`src/rtl/mesh_eject_port_if.sv`:
```
// Packet types and the network/sink-facing handshake bundle for the mesh ejection port.
// The network side drives pkt_in and sees full; the sink side drives drain_en and sees pkt_out.
package mesh_eject_pkg;

  typedef struct packed {
    logic        valid;
    logic [7:0]  source;
    logic [3:0]  xdest;
    logic [3:0]  ydest;
    logic [31:0] data;
    logic [4:0]  hopCount;
    logic        reroute;
    logic        measure;
  } packet_mesh;

  typedef struct packed {
    logic        valid;
    logic [7:0]  source;
    logic [7:0]  dest;
    logic [31:0] data;
    logic [4:0]  hopCount;
    logic        reroute;
    logic        measure;
  } packet_t;

endpackage

interface mesh_eject_port_if;
  import mesh_eject_pkg::*;

  packet_mesh pkt_in;
  logic       full;
  logic       drain_en;
  packet_t    pkt_out;

  modport master (output pkt_in, output drain_en, input full, input pkt_out);
  modport slave  (input pkt_in, input drain_en, output full, output pkt_out);

endinterface

```
`src/rtl/mesh_eject_port.sv`:
```
// Ejection buffer at a mesh local output: FIFO with registered backpressure, xy->numbered
// destination conversion, rate-limited drain, destination check and delivery statistics.
module mesh_eject_port
  import mesh_eject_pkg::*;
#(
  parameter int PORT_ID      = 0,
  parameter int MESH_WIDTH   = 4,
  parameter int FIFO_DEPTH   = 8,
  parameter int DRAIN_PERIOD = 1,
  parameter int TS_WIDTH     = 24
) (
  input  logic                clk,
  input  logic                rst_n,
  mesh_eject_port_if.slave    eject_if,
  input  logic [TS_WIDTH-1:0] timestamp_i,
  output logic [15:0]         pkt_count_o,
  output logic [31:0]         latency_sum_o,
  output logic [20:0]         hop_sum_o,
  output logic                dest_error_o,
  output logic [15:0]         error_count_o,
  output logic                overflow_error_o
);

  localparam int AW = $clog2(FIFO_DEPTH);
  localparam int DW = (DRAIN_PERIOD > 1) ? $clog2(DRAIN_PERIOD) : 1;
  localparam logic [3:0]    X_ID         = 4'(PORT_ID % MESH_WIDTH);
  localparam logic [3:0]    Y_ID         = 4'(PORT_ID / MESH_WIDTH);
  localparam logic [AW:0]   DEPTH        = (AW+1)'(FIFO_DEPTH);
  localparam logic [AW:0]   FULL_MARK    = (AW+1)'(FIFO_DEPTH - 1);
  localparam logic [DW-1:0] DRAIN_RELOAD = DW'(DRAIN_PERIOD - 1);

  packet_mesh mem_q [FIFO_DEPTH];
  packet_mesh head;
  packet_t    pkt_out_q, pkt_out_d;

  logic [AW:0]         wr_ptr_q, rd_ptr_q, occ, occ_d;
  logic [DW-1:0]       drain_q;
  logic                full_q;
  logic                do_rd, do_wr, drop, dest_bad;
  logic [TS_WIDTH-1:0] lat;
  logic [32:0]         lat_sum_ext;
  logic [21:0]         hop_sum_ext;
  logic [15:0]         pkt_count_q, error_count_q;
  logic [31:0]         latency_sum_q;
  logic [20:0]         hop_sum_q;
  logic                dest_error_q, overflow_error_q;

  // Pointers carry one extra bit so their difference is the true occupancy 0..FIFO_DEPTH.
  assign occ  = wr_ptr_q - rd_ptr_q;
  assign head = mem_q[rd_ptr_q[AW-1:0]];

  always_comb begin
    do_rd    = (occ != '0) && eject_if.drain_en && (drain_q == '0);
    do_wr    = eject_if.pkt_in.valid && ((occ != DEPTH) || do_rd);
    drop     = eject_if.pkt_in.valid && (occ == DEPTH) && !do_rd;
    dest_bad = eject_if.pkt_in.valid &&
               ((eject_if.pkt_in.xdest != X_ID) || (eject_if.pkt_in.ydest != Y_ID));
    occ_d    = occ + (AW+1)'(do_wr) - (AW+1)'(do_rd);

    lat         = timestamp_i - head.data[TS_WIDTH-1:0];
    lat_sum_ext = {1'b0, latency_sum_q} + 33'(lat);
    hop_sum_ext = {1'b0, hop_sum_q} + 22'(head.hopCount);

    pkt_out_d          = '0;
    pkt_out_d.valid    = head.valid;
    pkt_out_d.source   = head.source;
    pkt_out_d.dest     = 8'(head.ydest) * 8'(MESH_WIDTH) + 8'(head.xdest);
    pkt_out_d.data     = head.data;
    pkt_out_d.hopCount = head.hopCount;
    pkt_out_d.reroute  = head.reroute;
    pkt_out_d.measure  = head.measure;
  end

  always_ff @(posedge clk) begin
    if (do_wr) mem_q[wr_ptr_q[AW-1:0]] <= eject_if.pkt_in;
  end

  always_ff @(posedge clk or negedge rst_n) begin
    if (!rst_n) begin
      wr_ptr_q         <= '0;
      rd_ptr_q         <= '0;
      drain_q          <= '0;
      full_q           <= 1'b0;
      pkt_out_q        <= '0;
      pkt_count_q      <= '0;
      latency_sum_q    <= '0;
      hop_sum_q        <= '0;
      error_count_q    <= '0;
      dest_error_q     <= 1'b0;
      overflow_error_q <= 1'b0;
    end else begin
      if (do_wr) wr_ptr_q <= wr_ptr_q + 1'b1;
      full_q <= (occ_d >= FULL_MARK);
      if (drop) overflow_error_q <= 1'b1;
      if (dest_bad) begin
        dest_error_q <= 1'b1;
        if (error_count_q != '1) error_count_q <= error_count_q + 1'b1;
      end

      if (do_rd) begin
        rd_ptr_q  <= rd_ptr_q + 1'b1;
        drain_q   <= DRAIN_RELOAD;
        pkt_out_q <= pkt_out_d;
        if (pkt_count_q != '1) pkt_count_q <= pkt_count_q + 1'b1;
        if (head.measure) begin
          latency_sum_q <= lat_sum_ext[32] ? '1 : lat_sum_ext[31:0];
          hop_sum_q     <= hop_sum_ext[21] ? '1 : hop_sum_ext[20:0];
        end
      end else begin
        pkt_out_q.valid <= 1'b0;
        if (drain_q != '0) drain_q <= drain_q - 1'b1;
      end
    end
  end

  assign eject_if.full    = full_q;
  assign eject_if.pkt_out = pkt_out_q;

  assign pkt_count_o      = pkt_count_q;
  assign latency_sum_o    = latency_sum_q;
  assign hop_sum_o        = hop_sum_q;
  assign dest_error_o     = dest_error_q;
  assign error_count_o    = error_count_q;
  assign overflow_error_o = overflow_error_q;

endmodule
```
`src/flat_wrapper.sv`:
```
// flat-port wrapper written by rule: the top's interface ports become plain ports
module mesh_eject_port_flat import mesh_eject_pkg::*;
#(
  parameter int PORT_ID      = 0,
  parameter int MESH_WIDTH   = 4,
  parameter int FIFO_DEPTH   = 8,
  parameter int DRAIN_PERIOD = 1,
  parameter int TS_WIDTH     = 24
)
  (clk, rst_n, timestamp_i, pkt_count_o, latency_sum_o, hop_sum_o, dest_error_o, error_count_o, overflow_error_o, eject_if_pkt_in, eject_if_drain_en, eject_if_full, eject_if_pkt_out);
  mesh_eject_port_if eject_if_i ();
  input  logic clk;
  input  logic rst_n;
  input  logic [TS_WIDTH-1:0] timestamp_i;
  output logic [15:0] pkt_count_o;
  output logic [31:0] latency_sum_o;
  output logic [20:0] hop_sum_o;
  output logic dest_error_o;
  output logic [15:0] error_count_o;
  output logic overflow_error_o;
  input wire logic [$bits(eject_if_i.pkt_in)-1:0] eject_if_pkt_in;
  input wire logic [$bits(eject_if_i.drain_en)-1:0] eject_if_drain_en;
  output wire logic [$bits(eject_if_i.full)-1:0] eject_if_full;
  output wire logic [$bits(eject_if_i.pkt_out)-1:0] eject_if_pkt_out;
  assign eject_if_i.pkt_in = eject_if_pkt_in;
  assign eject_if_i.drain_en = eject_if_drain_en;
  assign eject_if_full = eject_if_i.full;
  assign eject_if_pkt_out = eject_if_i.pkt_out;
  mesh_eject_port #(.PORT_ID(PORT_ID), .MESH_WIDTH(MESH_WIDTH), .FIFO_DEPTH(FIFO_DEPTH), .DRAIN_PERIOD(DRAIN_PERIOD), .TS_WIDTH(TS_WIDTH)) u_core (.clk(clk), .rst_n(rst_n), .eject_if(eject_if_i), .timestamp_i(timestamp_i), .pkt_count_o(pkt_count_o), .latency_sum_o(latency_sum_o), .hop_sum_o(hop_sum_o), .dest_error_o(dest_error_o), .error_count_o(error_count_o), .overflow_error_o(overflow_error_o));
endmodule
```
`config.mk`:
```
export PLATFORM = sky130hd
export DESIGN_NAME = mesh_eject_port_flat
export DESIGN_NICKNAME = d
export VERILOG_FILES = /design/src/rtl/mesh_eject_port_if.sv /design/src/rtl/mesh_eject_port.sv /design/src/flat_wrapper.sv
export SDC_FILE = /design/constraint.sdc
export NUM_CORES = 1
export LEC_CHECK = 0
export ABC_AREA = 1
export BUFFER_PORTS_ARGS = -buffer_cell sky130_fd_sc_hd__buf_2
export CORE_MARGIN = 4
export CORE_UTILIZATION = 25
export CTS_CLUSTER_DIAMETER = 40
export DETAILED_ROUTE_END_ITERATION = 8
export HOLD_SLACK_MARGIN = 0.02
export PLACE_DENSITY = 0.42
export SYNTH_ARGS = -nofsm -noshare
export SYNTH_HDL_FRONTEND = slang
export SYNTH_SLANG_ARGS = --single-unit
```
`constraint.sdc`:
```
create_clock -name clk -period 5.5 [get_ports clk]
set_clock_uncertainty 0.2 [all_clocks]
set_input_delay 0.55 -clock clk [delete_from_list [all_inputs] [get_ports clk]]
set_output_delay 0.55 -clock clk [all_outputs]
set_load 0.02 [all_outputs]
```
[Yosys cells after proc, flatten, opt, wreduce, memory -nomap -nowiden]
Memories as Yosys holds them, arrays and structs flattened.
Index checks and enable logic that the tools add are counted.
Storage, ports and cells
  bits in registers: 153
  latch bits: 0
  RAM bits: 448
  bits in read-only memories: 0
  output and inout port bits: 144
  logic and storage cells: 58
  memories: 1
Memory list
  u_core.mem_q: depth 8, width 56, rd ports 1, clocked after memory_dff 0, wr ports 1, line mesh_eject_port.sv:32  | packet_mesh mem_q [FIFO_DEPTH];
Cells by class
  add/sub/neg operators: 12
  $mul: 0
  div/mod/pow operators: 0
  magnitude comparators: 1
  equal/unequal tests: 4
  shifts and indexed selects: 0
  mux-type cells: 7
  bitwise gates (word level): 1
  reductions and logical operators: 15
Operator list (count)
  $add 32x24->33: 1
  $add 16x1->16 const B: 2
  $mux 32: 1
  $ne 16x16->1 const B: 2
  $sub 24x24->24: 1
  $add 21x5->22: 1
  $mux 21: 1
  $reduce_bool 4->1: 3
  $add 4x1->4 const B: 2
  $add 6x4->7: 1
  $logic_and 1x1->1: 6
  $reduce_and 2->1: 3
  $mux 1: 5
  $add 4x1->4: 1
  $eq 4x4->1 const B: 1
  $ge 4x3->1 const B: 1
  $ne 4x4->1 const B: 1
  $sub 4x1->4: 1
  $sub 4x4->4: 1
  $logic_or 1x1->1: 2
  $logic_not 1->1: 1
  $not 1->1: 1
  $sub 1x1->1 const B: 1

[Logic depth before layout (Yosys ltp)]
Gate-level depths: netlist of run 1.
  depth after elaboration: 9
  depth in mapped cells: 34
  gate-level depth less buffers: 31

[Worst setup path before layout of run 1]
Ideal clock, no wire load.
  kind: register -> register
  start: register u_core.rd_ptr_q[1]
  end: memory u_core.mem_q[1][0] (netlist bit) (enable)
  arrival time: 4.745 ns
  data required time: 4.830 ns
  path slack: 0.085 ns
  stages on the path, launching flop included: 15
  buffers on the path: 3
  period minus slack after synthesis: 5.415 ns
  cell sequence: dfrtp_1 > inv_2 > buf_2 > clkbuf_1 > ha_1 > nand3_1 > nand2_1 > xnor2_1 > ha_1 > nand3_1 > nand2_1 > buf_2 > a21oi_4 > nand2_1 > nor2_1
On the way
  cells in the longest elaborated chain, start to end: 8
  elaborated cells on any way between the ends: 9
  classes of those cells: 1 x add/sub; 1 x eq/ne; 2 x mux; 5 x reduce/logical
Ends and longest elaborated chain
  start, declared: line mesh_eject_port.sv:36  | logic [AW:0] wr_ptr_q, rd_ptr_q, occ, occ_d;
  start signal, assigned: line mesh_eject_port.sv:101  | rd_ptr_q <= rd_ptr_q + 1'b1;
  $sub 4x4->4 (*): line mesh_eject_port.sv:49  | assign occ = wr_ptr_q - rd_ptr_q;
  $reduce_bool 4->1: line mesh_eject_port.sv:53  | do_rd = (occ != '0) && eject_if.drain_en && (drain_q == '0);
  $logic_and 1x1->1 (2 in a row): line mesh_eject_port.sv:53
  $logic_or 1x1->1 (*): line mesh_eject_port.sv:54  | do_wr = eject_if.pkt_in.valid && ((occ != DEPTH) || do_rd);
  $logic_and 1x1->1 (*): line mesh_eject_port.sv:54
  via u_core.do_wr: line mesh_eject_port.sv:39  | logic do_rd, do_wr, drop, dest_bad;
  $mux 1 (*): line mesh_eject_port.sv:75  | if (do_wr) mem_q[wr_ptr_q[AW-1:0]] <= eject_if.pkt_in;
  $mux 1 (implied by the code) (*): line mesh_eject_port.sv:75
  end, declared: line mesh_eject_port.sv:32
Mark *: on every way through the listed nets, which the timed path passes. The rest lies on a longest branch.

[Worst setup path after layout of run 1]
  start: register u_core.rd_ptr_q[0]
  end: register u_core.latency_sum_q[23] (netlist: u_core.latency_sum_o[23])
On the way
  cells in the longest elaborated chain, start to end: 5
  elaborated cells on any way between the ends: 9
  classes of those cells: 3 x add/sub; 1 x mux; 4 x reduce/logical; 1 x memory
Ends and longest elaborated chain
  branches (longest 5 deep; another with $mem_v2 8x56)
  end signal, assigned: line mesh_eject_port.sv:106  | latency_sum_q <= lat_sum_ext[32] ? '1 : lat_sum_ext[31:0];
  end, declared: line mesh_eject_port.sv:44  | logic [31:0] latency_sum_q;
Several ways; the timed one is not identified.
A chain may end at the register's enable or synchronous reset.

==> results of run 1 <==
## registers in the layout (all words and copies together) (netlist names)
register and count:
u_core.rd_ptr_q 4, u_core.eject_if.full 1, u_core.error_count_o 16, u_core.overflow_error_o 1
u_core.pkt_count_o 16, u_core.wr_ptr_q 4, u_core.eject_if.pkt_out 55, u_core.hop_sum_o 21
u_core.latency_sum_o 32, u_core.dest_error_o 1, u_core.mem_q 448
## cells in the mapped netlist, types with 4 or more instances
| cell | n |
|---|---|
| nand2_1 | 597 |
| edfxtp_1 | 448 |
| nor2_1 | 377 |
| o21ai_0 | 260 |
| inv_1 | 218 |
| dfrtp_1 | 151 |
| nand3_1 | 135 |
| o221ai_1 | 73 |
| ha_1 | 71 |
| a21oi_1 | 55 |
| clkbuf_1 | 50 |
| xor2_1 | 39 |
| buf_2 | 32 |
| xnor2_1 | 28 |
| nor3_1 | 27 |
| o21ai_1 | 25 |
| nand4_1 | 24 |
| buf_4 | 20 |
| o22ai_1 | 14 |
| nand2_2 | 11 |
| nor2_2 | 10 |
| nand3_2 | 9 |
| or2_1 | 9 |
| a31oi_1 | 8 |
| buf_6 | 8 |
| o211ai_1 | 8 |
| or2_2 | 7 |
| fa_1 | 6 |
| nand3b_1 | 6 |
| o311ai_0 | 6 |
| inv_2 | 5 |
| and2_1 | 4 |
## per-layer routing
metal  part of all wire  GRT usage  vias up
met1               0.47     0.2034    10210
met3              0.048    0.03021      125
met5            0.00071          0        -
met2               0.46     0.2372      377
met4              0.019    0.03923       10
li1                   -          -    10240
## logic make-up (layout without fill, tap and decap cells)
group,count (synthesis),count (layout),synth area share
and+or+nand+nor,1229,1229,0.1817
AOI/OAI and AO/OA,470,470,0.09853
adders and majority gates,77,77,0.03580
buffers and inverters,337,745,0.05122
other,1,5,0.0001331
DFF,599,599,0.6118
xor gates and xnor gates,67,67,0.02083
## what timing repair did
| item | 4_1_cts | 5_1_grt |
|---|---|---|
| endpoints found under the hold margin | 501 | 0 |
| gates resized for setup | 0 | 3 |
| setup endpoints to repair | 0 | 18 |
| hold buffers | 56 | 0 |
## area by class of cell
cell class,instances,area [sq um],area share
inverter,224,848.3,0.02397
tap,1488,1862,0.05261
clock inverter,61,788.3,0.02227
multi-input combinational,1844,9563,0.2702
sequential,599,17240,0.4871
antenna,4,10.01,0.0002828
timing repair buffer,324,2172,0.06137
clock buffer,136,2908,0.08216
## per-stage QoR
| step | utilization | std cells | instance area [sq um] | setup WS [ns] |
|---|---|---|---|---|
| 2_1_floorplan | - | 2780 | 28170 | 0.08508 |
| 3_3_place_gp | 0.2796 | 4423 | 31120 | 0.3252 |
| 3_5_place_dp | 0.2796 | 4423 | 31120 | 0.3487 |
| 4_1_cts | 0.3179 | 4676 | 35370 | 0.3063 |
| 5_1_grt | 0.3180 | 4677 | 35380 | 0.04201 |
| 6_report | 0.3180 | 4680 | 35390 | 0.5435 |
## worst max-delay path: stages (launching register included)
cell	delay, ns
dfrtp_4	0.52
inv_6	0.22
buf_4	0.27
o21ai_0	0.10
o221ai_1	0.20
nand2_1	0.23
ha_1	0.42
nand2_1	0.14
nor2_1	0.12
nand2_1	0.06
nand2_1	0.16
nand3_1	0.10
nand2_1	0.14
a21boi_0	0.11
nand2_1	0.07
nand2_1	0.11
ha_1	0.37
a21oi_1	0.26
nand2_1	0.12
a21oi_1	0.21
nand3_2	0.18
nand2_4	0.26
nand2_2	0.08
nor2_2	0.11
nor2_2	0.04
## worst max path at each step
stage | start | slack, ns | end | cells after the start
finish | u_core.rd_ptr_q[0] | 0.54 | u_core.latency_sum_o[23] | 24
global route | u_core.rd_ptr_q[0] | 0.04 | u_core.latency_sum_o[18] | 25
CTS | u_core.rd_ptr_q[0] | 0.31 | u_core.latency_sum_o[23] | 25
detailed placement | u_core.rd_ptr_q[0] | 0.35 | u_core.latency_sum_o[23] | 25
global placement | u_core.rd_ptr_q[0] | 0.33 | u_core.latency_sum_o[18] | 25
floorplan | u_core.rd_ptr_q[1] | 0.09 | u_core.mem_q[1][0] | 14
==> flow_metrics.py, run 1 <==
metrics = {
    "synth": {
        "avgSynthCellArea_sq_um": 10.13,
        "syn-instance-count": 2780,
        "ys.flop_type": "edfxtp_1",
        "ys_seq_area_frac": 0.6118,
        "ys_warn_count": 0,
        "yosysUniqueCellTypes": 54,
        "ys_seq_elements": 599,
        "synth_edf_count": 448,
        "netlist_area_sq_um": 28170,
        "synth_top_area_frac": 0.4776,
        "synth_top_cell_by_area": "edfxtp_1",
        "async_reset_ff_frac": 0.2521,
        "synth_nets": 2940,
        "synthTopCellsByArea": "edfxtp_1 48%, dfrtp_1 13%, nand2_1 8.0%",
    },
    "finish": {
        "fillCellCount": 11410,
        "finalNetCount": 3259,
        "final_cell_mix": "596 x nand2_1, 448 x edfxtp_1, 370 x nor2_1",
        "area_delta_synth_final_pct": 25.65,
        "post_route_cells_drive_above_1_share": 0.1590,
        "final_common_cell": "nand2_1",
    },
    "min_path": {
        "hp-class": "primary input to flip-flop",
        "hold_start": "eject_if_pkt_in[55]",
        "holdPathEnd": "u_core.mem_q[4][55]",
        "hold_depth": 1,
    },
    "sta": {
        "rsz0062_at_grt": "false",
        "period_minus_slack_ns": 4.956,
        "hold_viol_final": 0,
        "period_share": 0.9012,
        "fmax_ghz": 0.2018,
        "finalSetupTns_ns": 0,
        "slew_violations": 0,
        "slew_headroom": 0.3802,
        "tightest_slew_ns": 0.9297,
        "whs_ns": 0.08672,
        "setup_viol": 0,
    },
    "floorplan": {
        "die_height_microns": 343.7,
        "die_width_microns": 343.7,
        "die_area_sq_um": 118100,
        "pin_count": 227,
        "core_sq_um": 111300,
        "initial_core_util": 0.2531,
        "std_cell_rows": 122,
    },
    "drt": {
        "drc": 0,
        "dr_total_vias": 20960,
        "dr.pass1.iters": 5,
        "drt_iter0_markers": 1209,
        "routed_via_density": 4.478,
        "wire_per_inst_microns": 18.93,
        "routed_wl_microns": 88590,
        "antenna_left": 0,
    },
    "clocking": {
        "numCtsBuffers": 106,
        "tritoncts": "done",
        "clk_pin_slew_ns": 0.06,
        "cts.sinks": 599,
        "clk_latency_ns": 0.67,
        "cts_setup_buffers": 0,
        "htree_levels": 3,
        "max-clock-path-buffers": 3,
        "clock-root-buffer": "clkbuf_16",
    },
    "critical_path": {
        "setup.worst_path.end_class": "flip-flop",
        "cp_max_fo": 29,
        "r2r-end": "u_core.latency_sum_o[23]",
        "r2r_slack_ns": 0.54,
        "cp.arrival_ns": 5.29,
        "r2r_cells": 24,
        "critPathKind": "flip-flop to flip-flop",
        "startpoint_type": "flip-flop",
        "crit_required_ns": 5.83,
        "r2r-start": "u_core.rd_ptr_q[0]",
    },
    "placement": {
        "dp_hpwl_microns": 57050,
        "routabilityCongestion": 0.8609,
        "placement.io_buffers": 225,
    },
    "global_routing": {
        "grt_use_total": 0.1478,
        "grt_max_degree": 146,
        "gr-total-overflow": 0,
        "grt_pass1_vias": 20850,
        "grt_antenna_before_repair": 11,
        "grt_pass1_wl_microns": 132900,
    },
    "status": {
        "outcome": "finished clean",
    },
    "run": {
        "drv_cap": 0,
    },
}
Power of run 1 is left out: the tool's default activity adds up to more than one toggle a clock period on the data nets, which glitch-free logic cannot reach.
==> inputs of run 2 (changes only) <==
--- a/config.mk
+++ b/config.mk
@@ -7,6 +7,7 @@
 export LEC_CHECK = 0
 export ABC_AREA = 1
 export BUFFER_PORTS_ARGS = -buffer_cell sky130_fd_sc_hd__buf_2
+export CORE_ASPECT_RATIO = 2
 export CORE_MARGIN = 4
 export CORE_UTILIZATION = 25
 export CTS_CLUSTER_DIAMETER = 40
==> run 2 against run 1 <==
- the flow now finishes with violations (DRC)
- register-to-register slack lost 0.18 ns
- final cell count decreased by 0.26%
- design area decreased by 1.3%
- global-route usage grew 1.2 points
- flip-flop and latch count stayed put
- core utilization shrank 0.48 points
- critical endpoint is now u_core.latency_sum_o[25]
- first-iteration DRC count is 12% lower
- largest cell class unchanged
==> flow_metrics.py, run 2 (synthesis gave the netlist of run 1 again) <==
metrics = {
    "sta": {
        "period_share": 0.9342,
        "hold_viol_final": 0,
        "fmax_ghz": 0.1946,
        "slew_headroom": 0.4646,
        "finalSetupTns_ns": 0,
        "slew_violations": 0,
        "setup_viol": 0,
        "tightest_slew_ns": 0.8030,
        "period_minus_slack_ns": 5.138,
    },
    "global_routing": {
        "met1_usage": 0.1730,
        "grt_pass1_wl_microns": 141100,
        "met3_usage": 0.02577,
        "grt_antenna_before_repair": 15,
        "grt-busiest-layer": "met2",
        "grt_use_total": 0.1594,
        "grt_use_met2": 0.3071,
        "grt_pass1_vias": 22360,
        "gr-total-overflow": 0,
        "grt_max_degree": 86,
    },
    "finish": {
        "final_cell_mix": "596 x nand2_1, 448 x edfxtp_1, 369 x nor2_1",
        "area_delta_synth_final_pct": 23.97,
        "largest_reg_flops": 448,
        "finalNetCount": 3262,
        "fin_util": 0.3132,
        "post_route_cells_drive_above_1_share": 0.1595,
        "final_common_cell": "nand2_1",
        "fillCellCount": 11490,
    },
    "critical_path": {
        "r2r-start": "u_core.rd_ptr_q[0]",
        "critPathKind": "flip-flop to flip-flop",
        "setup.worst_path.end_class": "flip-flop",
        "cp_max_fo": 43,
        "r2r-end": "u_core.latency_sum_o[25]",
        "crit_required_ns": 5.84,
        "startpoint_type": "flip-flop",
        "r2r_cells": 27,
        "cp.arrival_ns": 5.48,
        "r2r_slack_ns": 0.36,
    },
    "placement": {
        "dp_hpwl_microns": 64560,
        "routabilityCongestion": 0.9059,
        "placement.io_buffers": 225,
    },
    "drt": {
        "routed_wl_microns": 95600,
        "routed_via_density": 4.546,
        "drt_iter0_markers": 1060,
        "antenna_left": 0,
        "dr_total_vias": 21220,
        "drc": 3,
        "wire_per_inst_microns": 20.48,
        "dr.pass1.iters": 9,
    },
    "clocking": {
        "clk_latency_ns": 0.66,
        "clk_pin_slew_ns": 0.06,
        "numCtsBuffers": 85,
        "htree_levels": 3,
        "tritoncts": "done",
        "cts.sinks": 599,
        "clock-root-buffer": "clkbuf_16",
        "max-clock-path-buffers": 3,
    },
    "status": {
        "violations": "DRC",
        "outcome": "complete, but fails checks",
    },
    "run": {
        "drv_cap": 0,
    },
    "min_path": {
        "hp-class": "primary input to flip-flop",
        "hold_depth": 4,
        "holdPathEnd": "u_core.wr_ptr_q[0]",
        "hold_start": "eject_if_drain_en",
    },
    "floorplan": {
        "die_area_sq_um": 118400,
        "core_sq_um": 111500,
        "die_height_microns": 482.7,
        "pin_count": 227,
        "initial_core_util": 0.2527,
        "std_cell_rows": 173,
        "die_width_microns": 245.3,
    },
}
run 2: cell types whose count changed in the layout (fill, tap and decap cells not counted), moves of 4 or more:
| cell | previous run | this run |
|---|---|---|
| clkbuf_16 | 108 | 86 |
| buf_4 | 30 | 48 |
| clkbuf_1 | 18 | 8 |
| clkinv_8 | 1 | 8 |
| inv_6 | 8 | 15 |
| bufinv_16 | 14 | 8 |
| clkbuf_8 | 11 | 5 |
| buf_12 | 12 | 17 |
| clkinv_1 | 8 | 4 |
| clkinv_2 | 11 | 7 |
| diode_2 | 4 | 8 |
run 2: through the flow:
step	std cells	worst slack [ns]	instance area (sq um)	hold slack, ns
3_5_place_dp	4444	0.1248	31340	0.2588
3_3_place_gp	4444	0.1681	31340	0.2513
4_1_cts	4659	0.09572	34870	0.09030
6_report	4668	0.3620	34920	0.1623
2_1_floorplan	2780	0.08508	28170	0.05441
5_1_grt	4663	-0.001024	34910	0.1636
run 2: how the worst max path moves through the flow:
stage                     slack [ns]                  endpoint          startpoint
after global routing          -0.001  u_core.latency_sum_o[17]  u_core.rd_ptr_q[0]
after CTS                        0.1  u_core.latency_sum_o[20]  u_core.rd_ptr_q[0]
after detailed placement        0.12  u_core.latency_sum_o[20]  u_core.rd_ptr_q[0]
final                           0.36  u_core.latency_sum_o[25]  u_core.rd_ptr_q[0]
after floorplan                 0.09        u_core.mem_q[1][0]  u_core.rd_ptr_q[1]
after global placement          0.17  u_core.latency_sum_o[20]  u_core.rd_ptr_q[0]
run 2: cell type report:
cell class / count / area [sq um] / area share
inverters: 224 / 855.8 / 0.02451
diodes: 8 / 20.02 / 0.0005733
clock buffers: 98 / 2237 / 0.06407
clock inverters: 60 / 721.9 / 0.02068
multi-input cells: 1844 / 9565 / 0.2739
repair buffers: 348 / 2417 / 0.06923
flip-flops and latches: 599 / 17240 / 0.4937
well taps: 1487 / 1861 / 0.05328
run 2: routing by layer:
| layer | part of all wire | up-vias |
|---|---|---|
| met2 | 0.54 | 509 |
| met3 | 0.040 | 159 |
| li1 | - | 10240 |
| met5 | 0.00013 | - |
| met1 | 0.39 | 10310 |
| met4 | 0.035 | 2 |
run 2: worst max-delay path, cell delays in order (launching register included):
cell and delay [ns]:
dfrtp_4 0.62, clkinv_8 0.22, o21ai_0 0.10, o22ai_1 0.13, nor2_1 0.06, a31oi_1 0.35
ha_1 0.25, inv_1 0.08, fa_1 0.40, nand3_1 0.09, nand2_1 0.08, nand2_1 0.06
nand2_1 0.12, nand3_1 0.15, nand2_1 0.13, nand3b_1 0.15, nand2_1 0.06, nand2_1 0.05
nand2_1 0.07, ha_1 0.37, nand2_1 0.18, inv_1 0.11, nand2_1 0.08, nand2_1 0.06
a21oi_1 0.41, nand3_1 0.21, nand3_1 0.13, nand3_1 0.07
run 2: what timing repair did:
action,in CTS,in global routing
gates resized for setup,0,6
setup buffers,0,1
hold buffers,57,0
endpoints found under the hold margin,514,0
setup endpoints to repair,0,25
Power of run 2 is left out for the same reason.
